--- config.mk ---
export PLATFORM = sky130hd
export DESIGN_NAME = regfile_wb_arbiter
export DESIGN_NICKNAME = d
export VERILOG_FILES = /design/src/rtl/wb_pkg.sv /design/src/rtl/wb_fifo.sv /design/src/rtl/regfile_wb_arbiter.sv
export SDC_FILE = /design/constraint.sdc
export NUM_CORES = 1
export LEC_CHECK = 0
export BUFFER_PORTS_ARGS = -buffer_cell sky130_fd_sc_hd__buf_2
export CORE_MARGIN = 2
export CORE_UTILIZATION = 54
export CTS_CLUSTER_SIZE = 10
export DETAILED_ROUTE_END_ITERATION = 10
export PLACE_DENSITY = 0.79
export SLEW_MARGIN = 20
export SYNTH_ARGS = -nofsm -noshare
export SYNTH_HDL_FRONTEND = slang
export SYNTH_SLANG_ARGS = --single-unit
export TNS_END_PERCENT = 30
--- constraint.sdc ---
create_clock -name CLK -period 6.5 [get_ports CLK]
set_clock_uncertainty 0.05 [all_clocks]
set_input_delay 1.3 -clock CLK [delete_from_list [all_inputs] [get_ports CLK]]
set_output_delay 1.3 -clock CLK [all_outputs]
set_load 0.1 [all_outputs]
--- src/rtl/wb_pkg.sv ---
// Shared types and helpers for the register-file write-back arbiter.
package wb_pkg;

  localparam int ADDR_W = 5;
  localparam int DATA_W = 32;
  localparam int NREGS  = 32;

  // One queued register-file write.
  typedef struct packed {
    logic [ADDR_W-1:0] rw;
    logic [DATA_W-1:0] data;
  } wb_entry_t;

  // Completion source identifier, also used as the round-robin pointer.
  typedef enum logic {
    SRC_ALU = 1'b0,
    SRC_MEM = 1'b1
  } wb_src_t;

  // One-hot register mask; register 0 never shows up as pending.
  function automatic logic [NREGS-1:0] rw_onehot(input logic [ADDR_W-1:0] rw);
    logic [NREGS-1:0] m;
    m    = {{(NREGS-1){1'b0}}, 1'b1} << rw;
    m[0] = 1'b0;
    return m;
  endfunction

endpackage

--- src/rtl/wb_fifo.sv ---
// Small FIFO of write-back entries with a per-slot valid/rw view.
module wb_fifo
  import wb_pkg::*;
#(
  parameter int DEPTH = 2
) (
  input  logic                            clk,
  input  logic                            rst,
  input  logic                            push,
  input  wb_entry_t                       push_entry,
  input  logic                            pop,
  output logic                            full,
  output logic                            empty,
  output wb_entry_t                       head,
  output logic [DEPTH-1:0]                entry_valid,
  output logic [DEPTH-1:0][ADDR_W-1:0]    entry_rw
);

  localparam int PTR_W = $clog2(DEPTH);
  localparam logic [PTR_W:0] PTR_INC   = (PTR_W+1)'(1);
  localparam logic [PTR_W:0] FULL_CNT  = (PTR_W+1)'(DEPTH);
  localparam logic [PTR_W:0] EMPTY_CNT = (PTR_W+1)'(0);

  wb_entry_t        mem_r [DEPTH];
  logic [PTR_W:0]   wr_ptr_r;
  logic [PTR_W:0]   rd_ptr_r;
  logic [PTR_W:0]   count_s;
  logic             do_push_s;
  logic             do_pop_s;

  // Occupancy from wrap-extended pointers gives exact full/empty.
  always_comb begin
    count_s   = wr_ptr_r - rd_ptr_r;
    full      = (count_s == FULL_CNT);
    empty     = (count_s == EMPTY_CNT);
    do_push_s = push && !full;
    do_pop_s  = pop && !empty;
    head      = mem_r[rd_ptr_r[PTR_W-1:0]];
  end

  // Slot i is live when its distance from the read pointer is below occupancy.
  always_comb begin
    entry_valid = '0;
    entry_rw    = '0;
    for (int i = 0; i < DEPTH; i++) begin
      entry_valid[i] = {1'b0, PTR_W'(PTR_W'(i) - rd_ptr_r[PTR_W-1:0])} < count_s;
      entry_rw[i]    = mem_r[i].rw;
    end
  end

  // Entry storage; contents are only meaningful under entry_valid.
  always_ff @(posedge clk) begin
    if (do_push_s) begin
      mem_r[wr_ptr_r[PTR_W-1:0]] <= push_entry;
    end
  end

  // Read/write pointers; reset empties the FIFO.
  always_ff @(posedge clk or posedge rst) begin
    if (rst) begin
      wr_ptr_r <= EMPTY_CNT;
      rd_ptr_r <= EMPTY_CNT;
    end else begin
      if (do_push_s) wr_ptr_r <= wr_ptr_r + PTR_INC;
      if (do_pop_s)  rd_ptr_r <= rd_ptr_r + PTR_INC;
    end
  end

endmodule

--- src/rtl/regfile_wb_arbiter.sv ---
// Round-robin write-back arbiter for the register-file write port.
module regfile_wb_arbiter #(
  parameter int DEPTH  = 2,
  parameter int DATA_W = wb_pkg::DATA_W,
  parameter int ADDR_W = wb_pkg::ADDR_W
) (
  input  logic              CLK,
  input  logic              rst,
  input  logic              alu_valid,
  output logic              alu_ready,
  input  logic [ADDR_W-1:0] alu_rw,
  input  logic [DATA_W-1:0] alu_data,
  input  logic              mem_valid,
  output logic              mem_ready,
  input  logic [ADDR_W-1:0] mem_rw,
  input  logic [DATA_W-1:0] mem_data,
  output logic              reg_write,
  output logic [ADDR_W-1:0] rw,
  output logic [DATA_W-1:0] data,
  output logic [31:0]       pending_mask
);

  import wb_pkg::*;

  wb_entry_t                  alu_head_s, mem_head_s, grant_entry_s;
  wb_entry_t                  alu_entry_s, mem_entry_s;
  logic                       alu_full_s, alu_empty_s, mem_full_s, mem_empty_s;
  logic [DEPTH-1:0]           alu_ev_s, mem_ev_s;
  logic [DEPTH-1:0][ADDR_W-1:0] alu_erw_s, mem_erw_s;
  logic                       alu_hit_s, mem_hit_s, alu_nz_s, mem_nz_s, tie_s;
  logic                       alu_push_s, mem_push_s, alu_pop_s, mem_pop_s;
  logic                       grant_valid_s;
  wb_src_t                    grant_src_s;
  wb_src_t                    last_r;

  wb_fifo #(.DEPTH(DEPTH)) u_alu_fifo (
    .clk(CLK), .rst(rst), .push(alu_push_s), .push_entry(alu_entry_s),
    .pop(alu_pop_s), .full(alu_full_s), .empty(alu_empty_s), .head(alu_head_s),
    .entry_valid(alu_ev_s), .entry_rw(alu_erw_s)
  );

  wb_fifo #(.DEPTH(DEPTH)) u_mem_fifo (
    .clk(CLK), .rst(rst), .push(mem_push_s), .push_entry(mem_entry_s),
    .pop(mem_pop_s), .full(mem_full_s), .empty(mem_empty_s), .head(mem_head_s),
    .entry_valid(mem_ev_s), .entry_rw(mem_erw_s)
  );

  // Ready: keep every write to one register in a single FIFO; a same-cycle
  // tie goes to the load, which is treated as older.
  always_comb begin
    alu_hit_s = 1'b0;
    mem_hit_s = 1'b0;
    for (int i = 0; i < DEPTH; i++) begin
      alu_hit_s = alu_hit_s | (mem_ev_s[i] && (mem_erw_s[i] == alu_rw));
      mem_hit_s = mem_hit_s | (alu_ev_s[i] && (alu_erw_s[i] == mem_rw));
    end
    alu_nz_s    = (alu_rw != ADDR_W'(0));
    mem_nz_s    = (mem_rw != ADDR_W'(0));
    tie_s       = alu_valid && mem_valid && alu_nz_s && (alu_rw == mem_rw);
    alu_ready   = !alu_full_s && !(alu_nz_s && alu_hit_s) && !tie_s;
    mem_ready   = !mem_full_s && !(mem_nz_s && mem_hit_s);
    alu_push_s  = alu_valid && alu_ready && alu_nz_s;
    mem_push_s  = mem_valid && mem_ready && mem_nz_s;
    alu_entry_s = '{rw: alu_rw, data: alu_data};
    mem_entry_s = '{rw: mem_rw, data: mem_data};
  end

  // Round-robin grant between the two FIFO heads.
  always_comb begin
    grant_valid_s = 1'b0;
    grant_src_s   = SRC_ALU;
    case ({!alu_empty_s, !mem_empty_s})
      2'b11: begin
        grant_valid_s = 1'b1;
        grant_src_s   = (last_r == SRC_ALU) ? SRC_MEM : SRC_ALU;
      end
      2'b10: begin
        grant_valid_s = 1'b1;
        grant_src_s   = SRC_ALU;
      end
      2'b01: begin
        grant_valid_s = 1'b1;
        grant_src_s   = SRC_MEM;
      end
      default: begin
        grant_valid_s = 1'b0;
        grant_src_s   = SRC_ALU;
      end
    endcase
    alu_pop_s     = grant_valid_s && (grant_src_s == SRC_ALU);
    mem_pop_s     = grant_valid_s && (grant_src_s == SRC_MEM);
    grant_entry_s = (grant_src_s == SRC_MEM) ? mem_head_s : alu_head_s;
  end

  // Registered write port and round-robin pointer; reset drops reg_write at once.
  always_ff @(posedge CLK or posedge rst) begin
    if (rst) begin
      reg_write <= 1'b0;
      rw        <= ADDR_W'(0);
      data      <= DATA_W'(0);
      last_r    <= SRC_MEM;
    end else begin
      reg_write <= grant_valid_s;
      if (grant_valid_s) begin
        rw     <= grant_entry_s.rw;
        data   <= grant_entry_s.data;
        last_r <= grant_src_s;
      end
    end
  end

  // Pending mask: every live FIFO entry plus the write being presented.
  always_comb begin
    pending_mask = 32'h0000_0000;
    for (int i = 0; i < DEPTH; i++) begin
      pending_mask = pending_mask | (alu_ev_s[i] ? rw_onehot(alu_erw_s[i]) : 32'h0000_0000);
      pending_mask = pending_mask | (mem_ev_s[i] ? rw_onehot(mem_erw_s[i]) : 32'h0000_0000);
    end
    pending_mask = pending_mask | (reg_write ? rw_onehot(rw) : 32'h0000_0000);
  end

endmodule
Word level (Yosys, flattened, before mapping)

Memories as Yosys holds them, arrays and structs flattened.
Index checks and enable logic that the tools add are counted.

Eq/ne operators: 10
Shift-type cells: 5
Divide/modulo/power cells: 0
Reduce and logical (&&, ||, !) cells: 34
Add/sub/neg operators: 10
Multiplexer cells: 13
Order comparisons: 4
Bitwise gates (word level): 7
Multipliers: 0

Operators with widths:

| cell                                                 | number |
|---|---|
| 2-to-1 mux 32 bit                                    | 5 |
| << shifter 1 x 5 -> 32 bit (first input constant)    | 5 |
| OR 32 bit                                            | 4 |
| 2-to-1 mux 37 bit                                    | 1 |
| equality test 5 bit                                  | 5 |
| logical AND 1 bit                                    | 22 |
| nonzero test 5 bit                                   | 2 |
| adder 2 x 1 -> 2 bit (second input constant)         | 4 |
| equality test 2 bit (second input constant)          | 4 |
| < comparator 1 x 2 -> 1 bit                          | 4 |
| zero test 1 bit                                      | 7 |
| 2-to-1 mux 1 bit                                     | 6 |
| zero test 2 bit                                      | 2 |
| subtractor 1 bit (first input constant)              | 4 |
| subtractor 2 bit                                     | 2 |
| OR reduction 3 bit                                   | 1 |
| equality test 2 x 1 -> 1 bit (second input constant) | 1 |
| OR 1 bit                                             | 2 |
| one-hot mux 1 bit (2 select lines)                   | 1 |
| inverter 1 bit                                       | 1 |

RAM bits: 148
Logic and storage cells: 93
Memory bits (read-only): 0
Memories: 2
Bits in registers: 47
Latch bits: 0
Input port bits: 78
Output and inout bits: 72

Memories:

| name             | words | width | rd ports | clocked after Yosys merged registers in | write ports | line          | text |
|---|---|---|---|---|---|---|---|
| u_alu_fifo.mem_r | 2     | 37    | 3        | 0                                       | 1           | wb_fifo.sv:24 | `wb_entry_t mem_r [DEPTH];` |
| u_mem_fifo.mem_r | 2     | 37    | 3        | 0                                       | 1           | wb_fifo.sv:24 |  |

Logic depth before layout (Yosys ltp)

Depth in word-level cells: 13
Mapped depth: 12
Depth with buffers taken out: 9

Hierarchy

From an unflattened synthesis, not the netlist that was laid out.

Cells, all modules: 729
Area total of the unflattened synthesis: 9,495.4 µm²

Modules (own cells, without submodules):

| module             | seq. area each (µm²) | area an instance (µm²) | times used | cells each |
|---|---|---|---|---|
| wb_fifo            | 2,322.2              | 3,030.4                | 2          | 157 |
| regfile_wb_arbiter | 977.2                | 3,434.5                | 1          | 415 |

Least setup slack after synthesis

OpenSTA, ideal clock, no wires.

Path kind: register to output
Start point: register u_alu_fifo.wr_ptr_r[0]
End point: output pending_mask[24]
Path slack: 502 ps
Cell stages (with the launch flop): 6
Path buffers: 0
Arrival: 4,648 ps
Data required time: 5,150 ps
Path through: dfrtp_1 > inv_1 > ha_1 > xor3_2 > o21ai_0 > o311ai_0

Longest elaborated chain between the ends: 7
Elaborated cells between the ends (all ways): 9
Those cells by class: 1 x add/sub; 2 x order compare; 2 x mux; 4 x bitwise

Ends and longest elaborated chain:

| what                        | line                      | text |
|---|---|---|
| start, declared             | wb_fifo.sv:25             | `logic [PTR_W:0] wr_ptr_r;` |
| start signal, assigned      | wb_fifo.sv:64             | `if (do_push_s) wr_ptr_r <= wr_ptr_r + PTR_INC;` |
| subtractor 2 bit *          | wb_fifo.sv:33             | `count_s = wr_ptr_r - rd_ptr_r;` |
| < comparator 1 x 2 -> 1 bit | wb_fifo.sv:46             | `entry_valid[i] = {1'b0, PTR_W'(PTR_W'(i) - rd_ptr_r[PTR_W-1:0])} < count_s;` |
| 2-to-1 mux 32 bit           | regfile_wb_arbiter.sv:116 | `pending_mask = pending_mask \| (alu_ev_s[i] ? rw_onehot(alu_erw_s[i]) : 32'h0000_0000);` |
| OR 32 bit                   | regfile_wb_arbiter.sv:117 | `pending_mask = pending_mask \| (mem_ev_s[i] ? rw_onehot(mem_erw_s[i]) : 32'h0000_0000);` |
| OR 32 bit *                 | regfile_wb_arbiter.sv:116 |  |
| OR 32 bit *                 | regfile_wb_arbiter.sv:117 |  |
| OR 32 bit *                 | regfile_wb_arbiter.sv:119 | `pending_mask = pending_mask \| (reg_write ? rw_onehot(rw) : 32'h0000_0000);` |
| end, declared               | regfile_wb_arbiter.sv:20  | `output logic [31:0] pending_mask` |

Mark *: on every way between the ends. The rest lies on a longest branch, timed or not.

Final worst setup path

Start point: register u_mem_fifo.rd_ptr_r[0]
End point: output pending_mask[19]

Longest elaborated chain between the ends: 7
Elaborated cells between the ends (all ways): 11
Those cells by class: 3 x add/sub; 2 x order compare; 2 x mux; 4 x bitwise

Ends and longest elaborated chain:

| what                                                        | line                         | text |
|---|---|---|
| start, declared                                             | wb_fifo.sv:26                | `logic [PTR_W:0] rd_ptr_r;` |
| start signal, assigned                                      | wb_fifo.sv:65                | `if (do_pop_s) rd_ptr_r <= rd_ptr_r + PTR_INC;` |
| subtractor 2 bit / subtractor 1 bit (equally long branches) | wb_fifo.sv:33, wb_fifo.sv:46 |  |
| < comparator 1 x 2 -> 1 bit                                 | wb_fifo.sv:46                |  |
| 2-to-1 mux 32 bit                                           | regfile_wb_arbiter.sv:117    |  |
| OR 32 bit                                                   | regfile_wb_arbiter.sv:117    |  |
| OR 32 bit                                                   | regfile_wb_arbiter.sv:116    |  |
| OR 32 bit *                                                 | regfile_wb_arbiter.sv:117    |  |
| OR 32 bit *                                                 | regfile_wb_arbiter.sv:119    |  |

Marked as above.

==> key figures <==
Synthesis
  – Most used flip-flop cell after synthesis: edfxtp_1
  – Synth Register Bits: 195
  – Synth top area cells: edfxtp_1 49%, dfrtp_1 13%, mux2i_1 8.2%
  – Avg Cell Area, Syn: ~13 um^2
  – Post-synth top area cell: edfxtp_1
  – Post-synthesis sequential area ratio: about 62%
  – Yosys synthesis warning count: 0
  – Fraction of registers with async set/reset: 24.1%
  – Post-Syn Area: approximately 9000 um^2
  – Post-synth EDFFs: ~150
  – Syn_nets: between 700 and 800
  – Netlist cell types: 50
  – Post-synth top area share: between 40 and 50%
  – Post-Syn Instances: ~670

Clocking
  – Post-CTS setup repair buffer count: 0
  – Hold-fix buffers, CTS: 0
  – # H-tree levels: 4
  – CTS tree: yes
  – CTS Sinks: 195
  – Clk_lat worst skew: between 0.4 and 0.5 ns
  – Root Driver: clkbuf_16
  – # resized after CTS: 0
  – Total CTS buffers: 17
  – Reg clk slew, reported paths: approximately 0.070 ns
  – Max Buffers Root-to-Sink: 2

Global route
  – Initial antenna violation count: 1
  – First-pass GRT wire length: between 30000 and 40000 um
  – Gr ovfl total: 0
  – Total track usage: between 20 and 30%
  – Largest net degree at the start of global routing: between 40 and 50
  – Vias in the first global route: 6590

Place
  – Post-DP HPWL: about 17000 um
  – Placed cells: roughly 1000
  – # port buffers: about 150
  – Placed Area: ~9900 um^2
  – GPL Wtd Cong: around 1.0

STA
  – Slew @ Worst Pin: around 1.1 ns
  – Max frequency: 205 MHz
  – Relative slew slack: between 20% and 30%
  – # setup viols final: 0
  – Post-Route Setup TNS: 0 ns
  – Hold Slack: approximately 0.44 ns
  – Fin crit share: 75.2%
  – Slew Viols, Final: 0
  – RSZ-0062 raised after global routing: no
  – Final Hold Fails: 0
  – Crit path time final: 4.89 ns

Finish
  – Non-filler cells, final: between 1000 and 1500
  – Nets: a little under 900
  – Share of layout cells above drive strength 1: 25.3%
  – Design Area, Final: 10500 um^2
  – Area added between synthesis and finish: 16.9%

Setup path
  – CP Max Fanout: 15
  – Crit path arrival time: about 3.5 ns
  – CP Data Required Time: around 5 ns
  – Critical path class: flop to output pin
  – Critical Path Sink Type: output pin
  – Type of origin of the critical path: flop

Route
  – DRC Markers: 0
  – Total routed wirelength: ~24000 um
  – WL/cell: 23.1 um
  – Iter 0 DRT Violations: 868
  – Iteration count of the initial detailed-routing pass: 6
  – Post-DRT Antenna Nets: 0
  – Vias/cell: around 6.4
  – Vias: approximately 6600

Floorplanning
  – Core area: between 15000 and 20000 um^2
  – Horiz. Die Dim: approximately 130 um
  – Cell row count: between 40 and 50
  – Initial core utilization: 54.8%
  – Top Ports: 150
  – Die Height: roughly 130 um
  – DIE AREA: approximately 18000 um^2

Outcome
  – Status: complete, no violations

Run
  – Max cap viols: 0

Min path
  – Worst Hold Class: flop to flop
==> critical path: stages, from the launching register on <==
cell,delay (ns)
dfrtp_2,0.61
ha_1,0.21
inv_1,0.04
ha_1,0.32
nor2_1,0.12
nor3b_1,0.84
a222oi_1,0.30
o221ai_1,0.19
buf_2,0.49
==> final timing paths <==
path / slack (ns) / start / to / cells past startpoint
max reg2reg: 2.27 / u_mem_fifo.rd_ptr_r[0] / data[14] / 8
min in group asynchronous: 0.98 / rst / data[26] / 2
min reg2reg: 0.44 / u_mem_fifo.wr_ptr_r[1] / u_mem_fifo.wr_ptr_r[1] / 1
max in group asynchronous: 4.82 / rst / u_alu_fifo.rd_ptr_r[0] / 2
min: 0.44 / u_mem_fifo.wr_ptr_r[1] / u_mem_fifo.wr_ptr_r[1] / 1
max: 1.61 / u_mem_fifo.rd_ptr_r[0] / pending_mask[19] / 8
==> cells in the mapped netlist (10+ instances only) <==
cell type  number
o22a_1         14
clkbuf_1       24
dfrtp_1        46
o221ai_1       40
a222oi_1       31
nor3b_1        14
mux2i_1        74
a21oi_1        16
nand2_1        53
nand3_1        13
edfxtp_1      148
nor2_1         36
buf_2          12
o21ai_0        10
xnor2_1        27
==> cells in the final DEF, fill, tap and decap left out, types with 7 or more instances in the layout <==
cell and count:
nand2_1 53, o211ai_1 9, o22a_1 14, nand3_1 13, buf_2 148, inv_1 7, edfxtp_1 148, nor3b_1 13
o221ai_1 40, nor2_1 34, nor3_1 8, and3b_1 8, a21oi_1 16, o21ai_1 9, mux2i_1 74, xor2_1 7
dfrtp_1 44, o21ai_0 10, a222oi_1 31, xnor2_1 27, clkbuf_16 17
==> per-layer routing <==
| layer | vias to the layer above | global-route usage [%] | wire, um |
|---|---|---|---|
| li1 | 2893 | - | - |
| met1 | 3236 | 35.6 | 9670 |
| met2 | 376 | 45.4 | 11700 |
| met3 | 51 | 5.63 | 1780 |
| met4 | 0 | 10.8 | 690 |
| met5 | - | 0 | 0 |
==> final cells by class <==
type	count	area [um^2]
fillers	1253	5930
flip-flops and latches	195	5620
multi-input cells	422	3180
repair buffers	153	798
clock buffers	22	484
well taps	220	275
clock inverters	10	141
inverters	9	35.0
diodes	1	2.50
==> flip-flops by register name, indices dropped and copies added, names as in the netlist <==
name	cells
u_mem_fifo.mem_r	74
u_mem_fifo.wr_ptr_r	2
u_alu_fifo.wr_ptr_r	2
u_mem_fifo.rd_ptr_r	2
last_r	1
reg_write	1
data	32
rw	5
u_alu_fifo.rd_ptr_r	2
u_alu_fifo.mem_r	74
==> per-stage QoR <==
step           setup WS, ns  utilization (%)
6_report               1.61             64.0
5_1_grt                1.41             64.0
4_1_cts                1.57             63.9
3_5_place_dp           2.07             60.1
3_3_place_gp           1.91             60.0
2_1_floorplan         0.502                -
==> cell families after synthesis <==
logic type,count (synthesis),share of synthesized area (%)
fa+ha+maj,6,0.832
simple gates,166,9.56
mux,76,8.46
xor+xnor,35,3.58
buf+inv,55,2.66
other cells,1,0.0416
compound gates,138,12.5
flops,195,62.3
Power is left out: the tool's default activity adds up to more than one toggle a clock period on the data nets, which glitch-free logic cannot reach.
